===== src/rtl/tmboc_corr_acc_pkg.sv =====
// rtl/tmboc_corr_acc_pkg.sv - shared widths, code length and code-bit sign helper for the TMBOC correlator
package tmboc_corr_acc_pkg;

   localparam int SAMP_WIDTH_DEF = 4;
   localparam int ACC_WIDTH_DEF  = 24;
   localparam int EL_DLY_DEF     = 2;
   localparam int CODE_LEN       = 4092;

   // Code bit 0 maps to +1, code bit 1 maps to -1.
   function automatic logic signed [1:0] code_to_sign(input logic code_bit);
      return code_bit ? -2'sd1 : 2'sd1;
   endfunction

endpackage


===== src/rtl/tmboc_corr_acc_corr_arm.sv =====
// rtl/tmboc_corr_acc_corr_arm.sv - one replica arm: I/Q wipe-off and load/accumulate integrators
module tmboc_corr_acc_corr_arm
   import tmboc_corr_acc_pkg::*;
#(
   parameter int SAMP_WIDTH = SAMP_WIDTH_DEF,
   parameter int ACC_WIDTH  = ACC_WIDTH_DEF
) (
   input  logic                         rx_clk,
   input  logic                         rx_rst,
   input  logic                         en,
   input  logic                         load,
   input  logic                         code,
   input  logic signed [SAMP_WIDTH-1:0] samp_i,
   input  logic signed [SAMP_WIDTH-1:0] samp_q,
   output logic signed [ACC_WIDTH-1:0]  acc_i,
   output logic signed [ACC_WIDTH-1:0]  acc_q
);

   logic signed [1:0]           sgn;
   logic signed [ACC_WIDTH-1:0] ext_i;
   logic signed [ACC_WIDTH-1:0] ext_q;
   logic signed [ACC_WIDTH-1:0] prod_i;
   logic signed [ACC_WIDTH-1:0] prod_q;

   assign sgn = code_to_sign(code);

   // Negate after widening so the most negative sample flips to a positive value.
   assign ext_i  = ACC_WIDTH'(samp_i);
   assign ext_q  = ACC_WIDTH'(samp_q);
   assign prod_i = (sgn < 0) ? -ext_i : ext_i;
   assign prod_q = (sgn < 0) ? -ext_q : ext_q;

   always_ff @(posedge rx_clk or posedge rx_rst) begin
      if (rx_rst) begin
         acc_i <= '0;
         acc_q <= '0;
      end else if (en) begin
         acc_i <= load ? prod_i : acc_i + prod_i;
         acc_q <= load ? prod_q : acc_q + prod_q;
      end
   end

endmodule


===== src/rtl/tmboc_corr_acc.sv =====
// rtl/tmboc_corr_acc.sv - early/prompt/late TMBOC correlator with per-period dump handshake
module tmboc_corr_acc
   import tmboc_corr_acc_pkg::*;
#(
   parameter int SAMP_WIDTH = SAMP_WIDTH_DEF,
   parameter int ACC_WIDTH  = ACC_WIDTH_DEF,
   parameter int EL_DLY     = EL_DLY_DEF
) (
   input  logic                         rx_clk,
   input  logic                         rx_rst,
   input  logic                         rx_en,
   input  logic signed [SAMP_WIDTH-1:0] rx_i,
   input  logic signed [SAMP_WIDTH-1:0] rx_q,
   input  logic                         rx_loc_code,
   input  logic                         rx_prn_sop,
   input  logic                         rx_dump_rdy,
   output logic                         tx_dump_valid,
   output logic signed [ACC_WIDTH-1:0]  tx_ie,
   output logic signed [ACC_WIDTH-1:0]  tx_qe,
   output logic signed [ACC_WIDTH-1:0]  tx_ip,
   output logic signed [ACC_WIDTH-1:0]  tx_qp,
   output logic signed [ACC_WIDTH-1:0]  tx_il,
   output logic signed [ACC_WIDTH-1:0]  tx_ql,
   output logic                         tx_dump_ovf
);

   localparam int TAPS = 2 * EL_DLY + 1;

   logic [TAPS-1:0] taps;
   logic [TAPS-1:1] dly_q;
   logic            primed;
   logic            capture;

   logic signed [ACC_WIDTH-1:0] acc_ie, acc_qe;
   logic signed [ACC_WIDTH-1:0] acc_ip, acc_qp;
   logic signed [ACC_WIDTH-1:0] acc_il, acc_ql;

   // Tap 0 is the live code bit; only the older taps are registered.
   assign taps = {dly_q, rx_loc_code};

   always_ff @(posedge rx_clk or posedge rx_rst) begin
      if (rx_rst) begin
         dly_q <= '0;
      end else if (rx_en) begin
         dly_q <= taps[TAPS-2:0];
      end
   end

   tmboc_corr_acc_corr_arm #(.SAMP_WIDTH(SAMP_WIDTH), .ACC_WIDTH(ACC_WIDTH)) u_arm_e (
      .rx_clk (rx_clk),
      .rx_rst (rx_rst),
      .en     (rx_en),
      .load   (rx_prn_sop),
      .code   (taps[0]),
      .samp_i (rx_i),
      .samp_q (rx_q),
      .acc_i  (acc_ie),
      .acc_q  (acc_qe)
   );

   tmboc_corr_acc_corr_arm #(.SAMP_WIDTH(SAMP_WIDTH), .ACC_WIDTH(ACC_WIDTH)) u_arm_p (
      .rx_clk (rx_clk),
      .rx_rst (rx_rst),
      .en     (rx_en),
      .load   (rx_prn_sop),
      .code   (taps[EL_DLY]),
      .samp_i (rx_i),
      .samp_q (rx_q),
      .acc_i  (acc_ip),
      .acc_q  (acc_qp)
   );

   tmboc_corr_acc_corr_arm #(.SAMP_WIDTH(SAMP_WIDTH), .ACC_WIDTH(ACC_WIDTH)) u_arm_l (
      .rx_clk (rx_clk),
      .rx_rst (rx_rst),
      .en     (rx_en),
      .load   (rx_prn_sop),
      .code   (taps[2*EL_DLY]),
      .samp_i (rx_i),
      .samp_q (rx_q),
      .acc_i  (acc_il),
      .acc_q  (acc_ql)
   );

   // The period running when reset releases is partial, so its sums are never dumped.
   assign capture = rx_en && rx_prn_sop && primed;

   always_ff @(posedge rx_clk or posedge rx_rst) begin
      if (rx_rst) begin
         primed        <= 1'b0;
         tx_dump_valid <= 1'b0;
         tx_dump_ovf   <= 1'b0;
         tx_ie         <= '0;
         tx_qe         <= '0;
         tx_ip         <= '0;
         tx_qp         <= '0;
         tx_il         <= '0;
         tx_ql         <= '0;
      end else begin
         if (rx_en && rx_prn_sop) begin
            primed <= 1'b1;
         end
         if (capture) begin
            tx_ie         <= acc_ie;
            tx_qe         <= acc_qe;
            tx_ip         <= acc_ip;
            tx_qp         <= acc_qp;
            tx_il         <= acc_il;
            tx_ql         <= acc_ql;
            tx_dump_valid <= 1'b1;
            if (tx_dump_valid && !rx_dump_rdy) begin
               tx_dump_ovf <= 1'b1;
            end
         end else if (tx_dump_valid && rx_dump_rdy) begin
            tx_dump_valid <= 1'b0;
         end
      end
   end

endmodule


===== config.mk =====
export PLATFORM = sky130hd
export DESIGN_NAME = tmboc_corr_acc
export DESIGN_NICKNAME = d
export VERILOG_FILES = /design/src/rtl/tmboc_corr_acc_pkg.sv /design/src/rtl/tmboc_corr_acc_corr_arm.sv /design/src/rtl/tmboc_corr_acc.sv
export SDC_FILE = /design/constraint.sdc
export NUM_CORES = 1
export LEC_CHECK = 0
export CAP_MARGIN = 20
export CORE_MARGIN = 5
export CORE_UTILIZATION = 62
export CTS_CLUSTER_DIAMETER = 200
export DETAILED_ROUTE_END_ITERATION = 10
export PLACE_DENSITY = 0.84
export SETUP_SLACK_MARGIN = 0.3
export SYNTH_ARGS = -nofsm -noshare
export SYNTH_HDL_FRONTEND = slang
export SYNTH_SLANG_ARGS = --single-unit

===== constraint.sdc =====
create_clock -name rx_clk -period 20.9 [get_ports rx_clk]
set_input_delay 6.27 -clock rx_clk [delete_from_list [all_inputs] [get_ports rx_clk]]
set_output_delay 6.27 -clock rx_clk [all_outputs]
set_load 0.01 [all_outputs]

[Word level (Yosys, flattened, before mapping)]
Index checks and enable logic that the tools add are counted.
Storage, ports and cells
  output and inout bits: 146
  word-level logic and storage cells: 51
  bits in registers: 295
  input bits: 14
Operators by class
  order comparisons: 3
  mux-type cells: 17
  reduce and logical (&&, ||, !) cells: 7
  $add $sub $neg: 8
Operators with widths (number)
  24-bit 2-to-1 mux: 12
  24-bit adder: 6
  4-bit negator with 24-bit output: 2
  2-bit by 1-bit < comparator with 1-bit output (second input constant): 3
  2-bit 2-to-1 mux: 3
  1-bit logical AND: 4
  1-bit 2-to-1 mux: 2
  2-bit AND reduction: 1
  2-bit nonzero test: 1
  1-bit zero test: 1

[Longest topological paths before layout]
Gate-level depths: netlist of the first run.
  depth after elaboration: 5
  depth in mapped cells: 17
  gate-level depth less buffers: 16

[Cells and area by module]
Synthesis of the first run repeated with hierarchy kept, for this count alone.
Second synthesis, totals
  cells, all modules: 2050
  area, all modules: 20444.6 µm²
Modules (own cells, without submodules)
  tmboc_corr_acc: sequential area each 3778.6 µm², cells an instance 321, area each 6287.3 µm², times used 1
  tmboc_corr_acc_corr_arm at u_arm_e: sequential area each 1201.2 µm², cells an instance 588, area each 4767.1 µm², times used 1
  tmboc_corr_acc_corr_arm at u_arm_l: sequential area each 1201.2 µm², cells an instance 576, area each 4697.0 µm², times used 1
  tmboc_corr_acc_corr_arm at u_arm_p: sequential area each 1201.2 µm², cells an instance 565, area each 4693.3 µm², times used 1

[Worst setup path before layout of the first run]
No wires, ideal clock.
  kind: input -> register
  from: input rx_i[0]
  to: register u_arm_p.acc_i[18]
  setup time: 0.119 ns
  stages on the path: 14
  setup slack: 11.478 ns
  required time: 20.781 ns
  data arrival time: 9.303 ns
  buffers on the path: 0
  cells stage by stage: or3_1 -> nand2b_1 -> ha_1 -> a21oi_1 -> ha_1 -> or3_4 -> o21ba_1 -> o21ai_2 -> a2111oi_2 -> or3_4 -> o311a_1 -> xor2_1 -> o211ai_2 -> o21a_1
Between the ends
  longest elaborated chain between the ends: 4
RTL lines
  start: declaration: line tmboc_corr_acc.sv:12  | input logic signed [SAMP_WIDTH-1:0] rx_i,
  4-bit negator with 24-bit output: line tmboc_corr_acc_corr_arm.sv:30  | assign prod_i = (sgn < 0) ? -ext_i : ext_i;
  24-bit 2-to-1 mux (*): line tmboc_corr_acc_corr_arm.sv:30
  24-bit adder: line tmboc_corr_acc_corr_arm.sv:38  | acc_i <= load ? prod_i : acc_i + prod_i;
  24-bit 2-to-1 mux (*): line tmboc_corr_acc_corr_arm.sv:38
  end signal: assignment: line tmboc_corr_acc_corr_arm.sv:38
  end: declaration: line tmboc_corr_acc_corr_arm.sv:15  | output logic signed [ACC_WIDTH-1:0] acc_i,
Every way passes the cells marked *; elsewhere a longest branch is shown, timed or not.
A chain may end at the register's enable or synchronous reset.

[Worst setup path after layout of the first run]
  from: input rx_i[0]
  to: register u_arm_l.acc_i[17]
Between the ends
  longest elaborated chain between the ends: 4
RTL lines (line)
  4-bit negator with 24-bit output: tmboc_corr_acc_corr_arm.sv:30
  24-bit 2-to-1 mux (*): tmboc_corr_acc_corr_arm.sv:30
  24-bit adder: tmboc_corr_acc_corr_arm.sv:38
  24-bit 2-to-1 mux (*): tmboc_corr_acc_corr_arm.sv:38
  end signal: assignment: tmboc_corr_acc_corr_arm.sv:38
  end: declaration: tmboc_corr_acc_corr_arm.sv:15
Marked as above.

==> results.json, run 1 <==
{
  "outcome": "complete, no violations",
  "worstHoldEndpoint": "tx_ip[2]",
  "yosys_warnings": 0,
  "fin_worst_skew_ps": 13.1,
  "synth_cell_types": 79,
  "netlist_area_um2": 19200,
  "synthFlopType": "dfrtp_1",
  "fin_hold_ws_ps": 478,
  "die_area_um2": 34500,
  "hold_violations": 0,
  "grt_pass1_wl_um": 82600,
  "start_util": 0.626,
  "numCtsBuffers": 31,
  "port-buffer-count": 159,
  "cap_violations": 0,
  "min_path_cells": 2,
  "fin_tns_setup_ps": 0,
  "placementRows": 64,
  "placed_cells": 2520,
  "synthArstFlopShare": 1.00,
  "regArea_um2": 7380,
  "drtPass1Iterations": 5,
  "r2r_start": "dly_q[4]",
  "cp_max_fo": 8,
  "areaGrowthSynthToFinish_pct": 15.0,
  "fin_crit_ps": 10410,
  "period_share": 0.498,
  "instances_no_fill": 2577,
  "design.core.area_um2": 30600,
  "reg2reg_to": "u_arm_l.acc_i[17]",
  "seq_area_frac_synth": 0.385,
  "r2r_slack_ps": 16590,
  "vias": 16300,
  "drc": 0,
  "power.density_nw_per_um2": 140,
  "gr-usage-all-layers": 0.292,
  "antenna_found_initial": 5,
  "grt_max_degree": 107,
  "ctsResizeCount": 0,
  "drtAntennaViolNets": 0,
  "peakVddDrop_v": 0.0000933,
  "tightestPinTransition_ps": 1120,
  "clockRootBuffer": "clkbuf_16",
  "synth_edf_count": 0,
  "hold_path.class": "reg -> reg",
  "slew_headroom": 0.247,
  "crit_start": "rx_i[0]",
  "cts_tree": "built",
  "vias_per_cell": 6.33,
  "critPathLaunchType": "primary input",
  "post_cts_buffers": 0,
  "clock_sinks": 295,
  "top_usage_layer": "met2",
  "dieWidth_um": 186,
  "synth_cells": 2036,
  "grt-ovfl-total": 0,
  "required_ps": 21320,
  "nets": 2334,
  "cts_buffer_depth": 3,
  "max_freq_mhz": 96.1,
  "hold_start": "tx_ip[2]",
  "drive_gt1_frac": 0.110,
  "grt.met1_usage": 0.414,
  "rr_worst_depth": 11,
  "finalSetupViolCount": 0,
  "cts.reportedPaths.clkPinSlew_ps": 60,
  "gp_congestion": 0.960,
  "wl_per_cell_um": 19.6,
  "ctsHoldBuffers": 0,
  "hpwlAfterDp_um": 36300,
  "dr.first_iter.drc_count": 1420,
  "end_kind": "flip-flop",
  "synth_fp_nets": 2213,
  "first_global_vias": 16100,
  "grt.met2_usage": 0.465,
  "clkLatencyLatePin_ps": 570,
  "avgSynthCellArea_um2": 9.41,
  "wirelength_um": 50600,
  "die_y_um": 186,
  "critPathArrivalTime_ps": 10820,
  "slew_violations": 0,
  "rsz0062_at_grt": "false",
  "io_pins": 160,
  "p_leak_nw": 9.69,
  "cts_htree_levels": 1,
  "synth-seq-cells": 295,
  "crit_type": "in -> reg",
  "multiInputGateArea_um2": 11200,
  "fillers": 2246,
  "met3_usage": 0.0444
}
## cells in the mapped netlist, drive strengths merged, types with 36 or more instances
library cell,number,area (um2)
xnor2,82,718
o21ai,118,598
clkbuf,64,240
o211ai,40,310
inv,65,244
mux2,138,1550
a21o,63,473
nand2,148,556
a21oi,237,1190
dfrtp,295,7380
nor2,193,724
a31oi,36,238
ha,157,1960
## critical path: stages
cell,delay (ps)
clkdlybuf4s50_1,750
inv_1,90
ha_1,250
nand2_1,70
ha_1,260
o21ai_0,890
ha_1,450
or4_1,550
o21ai_0,110
or3_1,200
a21o_1,140
a21boi_0,100
or3_1,340
a31oi_1,240
a21oi_1,100
## per-layer routing
layer,wire length [um],share of wire
met1,22300,0.44
met2,23500,0.46
met3,3500,0.069
met4,1350,0.027
met5,28,0.00055
## registers in the layout, summed over array words and instances, names as in the netlist, 4 cells and up
| register | count |
|---|---|
| u_arm_e.acc_q | 24 |
| u_arm_l.acc_i | 24 |
| tx_ql | 24 |
| tx_ip | 24 |
| u_arm_l.acc_q | 24 |
| u_arm_p.acc_q | 24 |
| tx_ie | 24 |
| dly_q | 4 |
| tx_qp | 24 |
| tx_il | 24 |
| tx_qe | 24 |
| u_arm_e.acc_i | 24 |
| u_arm_p.acc_i | 24 |
## cells in the final DEF (no fill, tap or decap), types with 8 or more instances in the layout
master	instances
mux2i_1	19
xnor2_1	82
or3_1	9
nand2b_1	27
and3_1	9
clkbuf_16	31
nand2_1	148
o21bai_1	27
nor3_1	23
clkbuf_8	9
ha_1	157
xor2_1	26
a211oi_1	14
nand4_1	11
a21boi_0	12
o211ai_1	38
and2_1	19
mux2_2	137
o21a_1	34
o21ai_0	111
inv_1	63
clkdlybuf4s50_1	157
nand3_1	32
nor2b_1	8
or2_2	14
a31oi_1	34
buf_4	12
a21oi_1	236
nor2_1	193
dfrtp_1	295
a21o_1	63
## cell type report
type | count | area share
timing repair buffer | 171 | 0.0762
inverter | 65 | 0.0114
antenna | 3 | 0.000341
clock inverter | 9 | 0.00375
clock buffer | 45 | 0.0412
tap | 396 | 0.0225
sequential | 295 | 0.335
multi-input combinational | 1593 | 0.510
## how the worst max path moves through the flow
stage                                   end  slack (ps)  depth (start not counted)
after floorplan                    dly_q[1]        6480                          1
after global placement    u_arm_p.acc_i[23]       10210                         16
after detailed placement  u_arm_l.acc_i[17]       10130                         15
after CTS                 u_arm_l.acc_i[17]       10650                         15
after global routing      u_arm_l.acc_i[17]       10280                         15
final                     u_arm_l.acc_i[17]       10490                         15
## power breakdown
part | internal [W] | switching [W]
clock network | 0.000311 | 0.000228
registers | 0.000780 | 0.000173
logic | 0.000785 | 0.000817
total | 0.00188 | 0.00122
## kinds of logic after synthesis
family	synth area share
mux	0.0910
flops	0.385
compound gates	0.216
fa+ha+maj	0.109
buf+inv	0.0291
simple gates	0.121
xor+xnor	0.0494
## per-stage QoR
stage / utilization / setup slack, ps / power, W / instance area [um2]
global route: 0.721 / 10280 / 0.00331 / 22000
CTS: 0.720 / 10650 / 0.00309 / 22000
finish: 0.721 / 10490 / 0.00309 / 22000
global placement: 0.688 / 10210 / 0.00248 / 21000
floorplan: - / 6480 / 0.00201 / 19200
detailed placement: 0.688 / 10130 / 0.00253 / 21000
(Power assumes the default switching activity.)
==> run 2, diff against run 1 <==
--- a/config.mk
+++ b/config.mk
@@ -7,10 +7,10 @@
 export LEC_CHECK = 0
 export CAP_MARGIN = 20
 export CORE_MARGIN = 5
-export CORE_UTILIZATION = 62
+export CORE_UTILIZATION = 59
 export CTS_CLUSTER_DIAMETER = 200
 export DETAILED_ROUTE_END_ITERATION = 10
-export PLACE_DENSITY = 0.84
+export PLACE_DENSITY = 0.81
 export SETUP_SLACK_MARGIN = 0.3
 export SYNTH_ARGS = -nofsm -noshare
 export SYNTH_HDL_FRONTEND = slang
==> constraint.sdc (replaced) <==
create_clock -name rx_clk -period 10.2 [get_ports rx_clk]
set_input_delay 3.06 -clock rx_clk [delete_from_list [all_inputs] [get_ports rx_clk]]
set_output_delay 3.06 -clock rx_clk [all_outputs]
set_load 0.01 [all_outputs]
==> run 2 against run 1 <==
  * Cell count is 1.9% higher
  * Non-clock buffer count shrank 1
  * Total power rose by 110%
  * Worst setup slack lost 7400 ps
  * Sequential power increased by 100%
  * Design area rose by 1.7%
  * Clock skew about the same
  * Flip-flop and latch count unchanged
  * Core utilization fell by 2.6 points
  * Highest routed layer unchanged
  * Count of clock-buffer cells in the layout down 2
  * Routed wire length down 0.43%
  * Register-to-register slack worse by 10000 ps
==> results.json, run 2 (synthesis gave the netlist of run 1 again) <==
{
  "outcome": "complete, no violations",
  "grt-ovfl-total": 0,
  "dp_worst_setup_slack_ps": 2690,
  "numCtsBuffers": 35,
  "r2r_start": "dly_q[4]",
  "wl_per_cell_um": 19.2,
  "multiInputGateArea_um2": 11200,
  "ctsHoldBuffers": 0,
  "die_y_um": 190,
  "nets": 2337,
  "placed_area_um2": 21100,
  "antenna_found_initial": 4,
  "start_util": 0.593,
  "vias": 16100,
  "finalSetupViolCount": 0,
  "grt_max_degree": 148,
  "cts.reportedPaths.clkPinSlew_ps": 60,
  "port-buffer-count": 159,
  "power.density_nw_per_um2": 295,
  "fin_util": 0.695,
  "cts_htree_levels": 2,
  "fin_tns_setup_ps": 0,
  "fin_crit_ps": 7080,
  "drtAntennaViolNets": 0,
  "setup_ws_ps": 3120,
  "r2r_slack_ps": 6130,
  "vias_per_cell": 6.14,
  "p_leak_nw": 9.83,
  "reg2reg_to": "u_arm_l.acc_i[17]",
  "drive_gt1_frac": 0.114,
  "drc": 0,
  "hold_violations": 0,
  "cts_buffer_depth": 3,
  "dr.first_iter.drc_count": 1473,
  "hold_start": "tx_dump_ovf",
  "regArea_um2": 7380,
  "clkLatencyLatePin_ps": 510,
  "post_cts_buffers": 0,
  "crit_start": "rx_i[0]",
  "tightestPinTransition_ps": 1030,
  "slew_headroom": 0.312,
  "cap_violations": 0,
  "hold_path.class": "reg -> reg",
  "hpwlAfterDp_um": 36000,
  "required_ps": 10560,
  "rsz0062_at_grt": "false",
  "max_freq_mhz": 141,
  "fillers": 2464,
  "period_share": 0.694,
  "areaGrowthSynthToFinish_pct": 17.0,
  "rr_worst_depth": 11,
  "ctsResizeCount": 0,
  "cts_tree": "built",
  "layout.cells.most_common": "dfrtp_1",
  "placementRows": 66,
  "gr-usage-all-layers": 0.277,
  "crit_type": "in -> reg",
  "crit_end": "u_arm_l.acc_i[17]",
  "gp_congestion": 0.979,
  "first_global_vias": 16300,
  "die_area_um2": 36200,
  "fin_worst_skew_ps": 13.0,
  "clockRootBuffer": "clkbuf_16",
  "drtPass1Iterations": 6,
  "slew_violations": 0,
  "stdcell_area_um2": 22400,
  "cp_max_fo": 8,
  "wirelength_um": 50400,
  "critPathArrivalTime_ps": 7430,
  "dieWidth_um": 190,
  "design.core.area_um2": 32300,
  "placed_cells": 2563,
  "clock_sinks": 295,
  "io_pins": 160,
  "critPathLaunchType": "primary input",
  "end_kind": "flip-flop",
  "grt_pass1_wl_um": 83000,
  "instances_no_fill": 2627,
  "mostFrequentLayoutCells": "295 x dfrtp_1, 236 x a21oi_1, 193 x nor2_1",
  "peakVddDrop_v": 0.000163
}
-- run 2: changes by cell type in the layout (fill, tap and decap cells not counted), sizes merged --
cell      change
inv           -1
clkinvlp      +1
buf           -1
diode         -2
clkinv        +2
bufinv        +7
clkbuf        -2
-- run 2: cell type report --
type                            instances  share of cell area
Sequential cell                       295               0.329
Multi-Input combinational cell       1593               0.501
Tap cell                              442              0.0247
Antenna cell                            1            0.000112
Timing Repair Buffer                  170              0.0769
Clock buffer                           43              0.0432
Inverter                               65              0.0110
Clock inverter                         18              0.0138
-- run 2: power breakdown --
| part | switching (W) | total (W) | internal, W |
|---|---|---|---|
| Combinational | 0.00166 | 0.00327 | 0.00161 |
| Clock | 0.000507 | 0.00139 | 0.000880 |
| Sequential | 0.000353 | 0.00195 | 0.00160 |
-- run 2: worst min path at each step --
stage                        to  slack, ps  depth (start not counted)
global route        tx_dump_ovf        500                          1
detailed placement     tx_qp[1]        470                          2
finish              tx_dump_ovf        480                          1
global placement    tx_dump_ovf        460                          1
floorplan                primed        440                          1
CTS                 tx_dump_ovf        490                          1
-- run 2: routing by layer --
metal  part of all wire  GRT usage  wire length [um]
met4              0.028     0.0867              1420
met1               0.43      0.375             21600
met5            0.00085          0                43
met3              0.056     0.0372              2840
met2               0.49      0.468             24500
-- run 2: per-stage QoR --
stage	hold WS [ps]	power (W)
after floorplan	435	0.00413
after global placement	459	0.00508
after detailed placement	472	0.00518
after CTS	485	0.00661
after global routing	500	0.00707
final	483	0.00661
-- run 2: worst max-delay path: stages --
cell	delay, ps
clkdlybuf4s50_1	720
inv_1	90
ha_1	240
nand2_1	70
ha_1	270
o21ai_0	810
ha_1	450
or4_1	550
o21ai_0	120
or3_1	210
a21o_1	150
a21boi_0	100
or3_1	330
a31oi_1	170
a21oi_1	90
==> run 3, diff against run 2 <==
==> constraint.sdc (replaced) <==
create_clock -name rx_clk -period 6.9 [get_ports rx_clk]
set_input_delay 2.07 -clock rx_clk [delete_from_list [all_inputs] [get_ports rx_clk]]
set_output_delay 2.07 -clock rx_clk [all_outputs]
set_load 0.01 [all_outputs]
==> run 3 against run 2 <==
  * Sequential share of layout area down 0.12 points
  * Die area unchanged
  * Register-to-register slack worse by 3200 ps
  * Global-route usage fell by 0.055 points
  * Largest power group unchanged
==> results.json, run 3 (synthesis gave the netlist of run 1 again) <==
{
  "tightestPinTransition_ps": 1030,
  "design.core.area_um2": 32300,
  "hpwlAfterDp_um": 36200,
  "power.density_nw_per_um2": 433,
  "setup_ws_ps": 948,
  "crit_type": "in -> reg",
  "finalSetupViolCount": 0,
  "die_y_um": 190,
  "cts_tree": "built",
  "p_int_w": 0.00603,
  "netSwitchingFraction": 0.381,
  "vias_per_cell": 6.11,
  "regArea_um2": 7380,
  "drive_gt1_frac": 0.119,
  "power_frac_comb": 0.498,
  "p_leak_nw": 9.89,
  "clkPwrFrac": 0.206,
  "dr.first_iter.drc_count": 966,
  "multiInputGateArea_um2": 11200,
  "seqPwrFrac": 0.295,
  "min_path_cells": 2,
  "cts_htree_levels": 2,
  "required_ps": 7290,
  "grt_pass1_wl_um": 82500,
  "fin_worst_skew_ps": 12.9,
  "gr-usage-all-layers": 0.277,
  "clock_sinks": 295,
  "drc": 0,
  "wirelength_um": 51000,
  "cpMostUsedCell": "ha_1",
  "critPathLaunchType": "primary input",
  "layout.cells.most_common": "dfrtp_1",
  "io_pins": 160,
  "slew_headroom": 0.310,
  "wl_per_cell_um": 19.3,
  "first_global_vias": 16000,
  "fin_hold_ws_ps": 472,
  "mostFrequentLayoutCells": "295 x dfrtp_1, 236 x a21oi_1, 193 x nor2_1",
  "fin_crit_ps": 5950,
  "stdcell_area_um2": 22500,
  "ctsResizeCount": 0,
  "drtPass1Iterations": 6,
  "period_share": 0.863,
  "vias": 16100,
  "die_area_um2": 36200,
  "cts.reportedPaths.clkPinSlew_ps": 60,
  "numCtsBuffers": 34,
  "drtAntennaViolNets": 0,
  "post_cts_buffers": 0,
  "max_freq_mhz": 168,
  "cap_violations": 0,
  "start_util": 0.593,
  "grt_max_degree": 159,
  "clkLatencyLatePin_ps": 510,
  "p_sw_w": 0.00371,
  "cp_cell_sequence": "clkdlybuf4s50_1 > inv_1 > ha_1 > nand2_1 > ha_1 > a21oi_1 > ha_1 > a2111o_1 > o21bai_2 > a31oi_2 > o21a_1 > o31ai_1 > a21oi_1 > or2_2 > mux2i_1 > o21ai_1",
  "critPathArrivalTime_ps": 6340,
  "rr_worst_depth": 12,
  "cp_max_fo": 8,
  "dieWidth_um": 190,
  "dp_worst_setup_slack_ps": 515,
  "ctsHoldBuffers": 0,
  "peakVddDrop_v": 0.000282,
  "critPathSlowestCell": "clkdlybuf4s50_1",
  "placementRows": 66,
  "path_buf_inv": 2,
  "rsz0062_at_grt": "false",
  "fin_tns_setup_ps": 0,
  "outcome": "complete, no violations",
  "slowest_delay_ps": 750,
  "gp_congestion": 0.971,
  "fin_util": 0.697,
  "areaGrowthSynthToFinish_pct": 17.5,
  "nets": 2349,
  "hold_violations": 0,
  "clockRootBuffer": "clkbuf_16",
  "cts_buffer_depth": 3,
  "grt-ovfl-total": 0,
  "end_kind": "flip-flop",
  "antenna_found_initial": 4,
  "crit_cells": 16,
  "hold_path.class": "reg -> reg",
  "crit_family": "compound AO/OA/AOI/OAI gates",
  "placed_area_um2": 21200,
  "port-buffer-count": 159,
  "slew_violations": 0,
  "fillers": 2470
}
==> run 3: changes by cell type in the layout (fill, tap and decap cells not counted), sizes merged <==
cell,before,now
buf,12,25
clkbuf,44,48
bufinv,8,6
clkinv,7,5
clkinvlp,3,4
diode,1,2
inv,65,64
==> run 3: final timing paths <==
path                       startpoint                 to  slack, ps
setup / recovery              rx_q[0]  u_arm_l.acc_q[23]        950
max in group asynchronous      rx_rst          tx_ie[17]       3860
setup reg to reg             dly_q[2]  u_arm_p.acc_i[23]       2920
hold reg to reg              dly_q[1]           dly_q[2]        470
hold / removal               dly_q[1]           dly_q[2]        470
min in group asynchronous      rx_rst          tx_ql[15]       1900
==> run 3: layout make-up <==
class	count	area share
diodes	2	0.000222
clock buffers	47	0.0459
clock inverters	14	0.0103
inverters	65	0.0110
multi-input cells	1593	0.499
flip-flops and latches	295	0.328
well taps	442	0.0246
repair buffers	183	0.0810
==> run 3: power groups by stage <==
stage / registers, W / clock network [W] / logic, W
floorplan: 0.00290 / 0 / 0.00321
global placement: 0.00287 / 0 / 0.00467
detailed placement: 0.00290 / 0 / 0.00478
CTS: 0.00288 / 0.00204 / 0.00483
global route: 0.00296 / 0.00211 / 0.00534
finish: 0.00288 / 0.00201 / 0.00485
==> run 3: metrics by stage <==
stage,total power [W],instances
finish,0.00974,2641
global route,0.0104,2639
CTS,0.00974,2637
detailed placement,0.00768,2576
global placement,0.00754,2576
floorplan,0.00610,2036
==> run 3: worst min-delay path, stage by stage, from the launching register on <==
cell     delay [ps]
dfrtp_1         340
nand2_1          50
o21ai_0          60
==> run 3: metal layers <==
layer	vias up	wire length, um	GRT usage	share of wire
li1	7656	-	-	-
met1	7834	22100	0.377	0.43
met2	532	24700	0.469	0.48
met3	98	2850	0.0372	0.056
met4	6	1270	0.0762	0.025
met5	-	54	0	0.0011
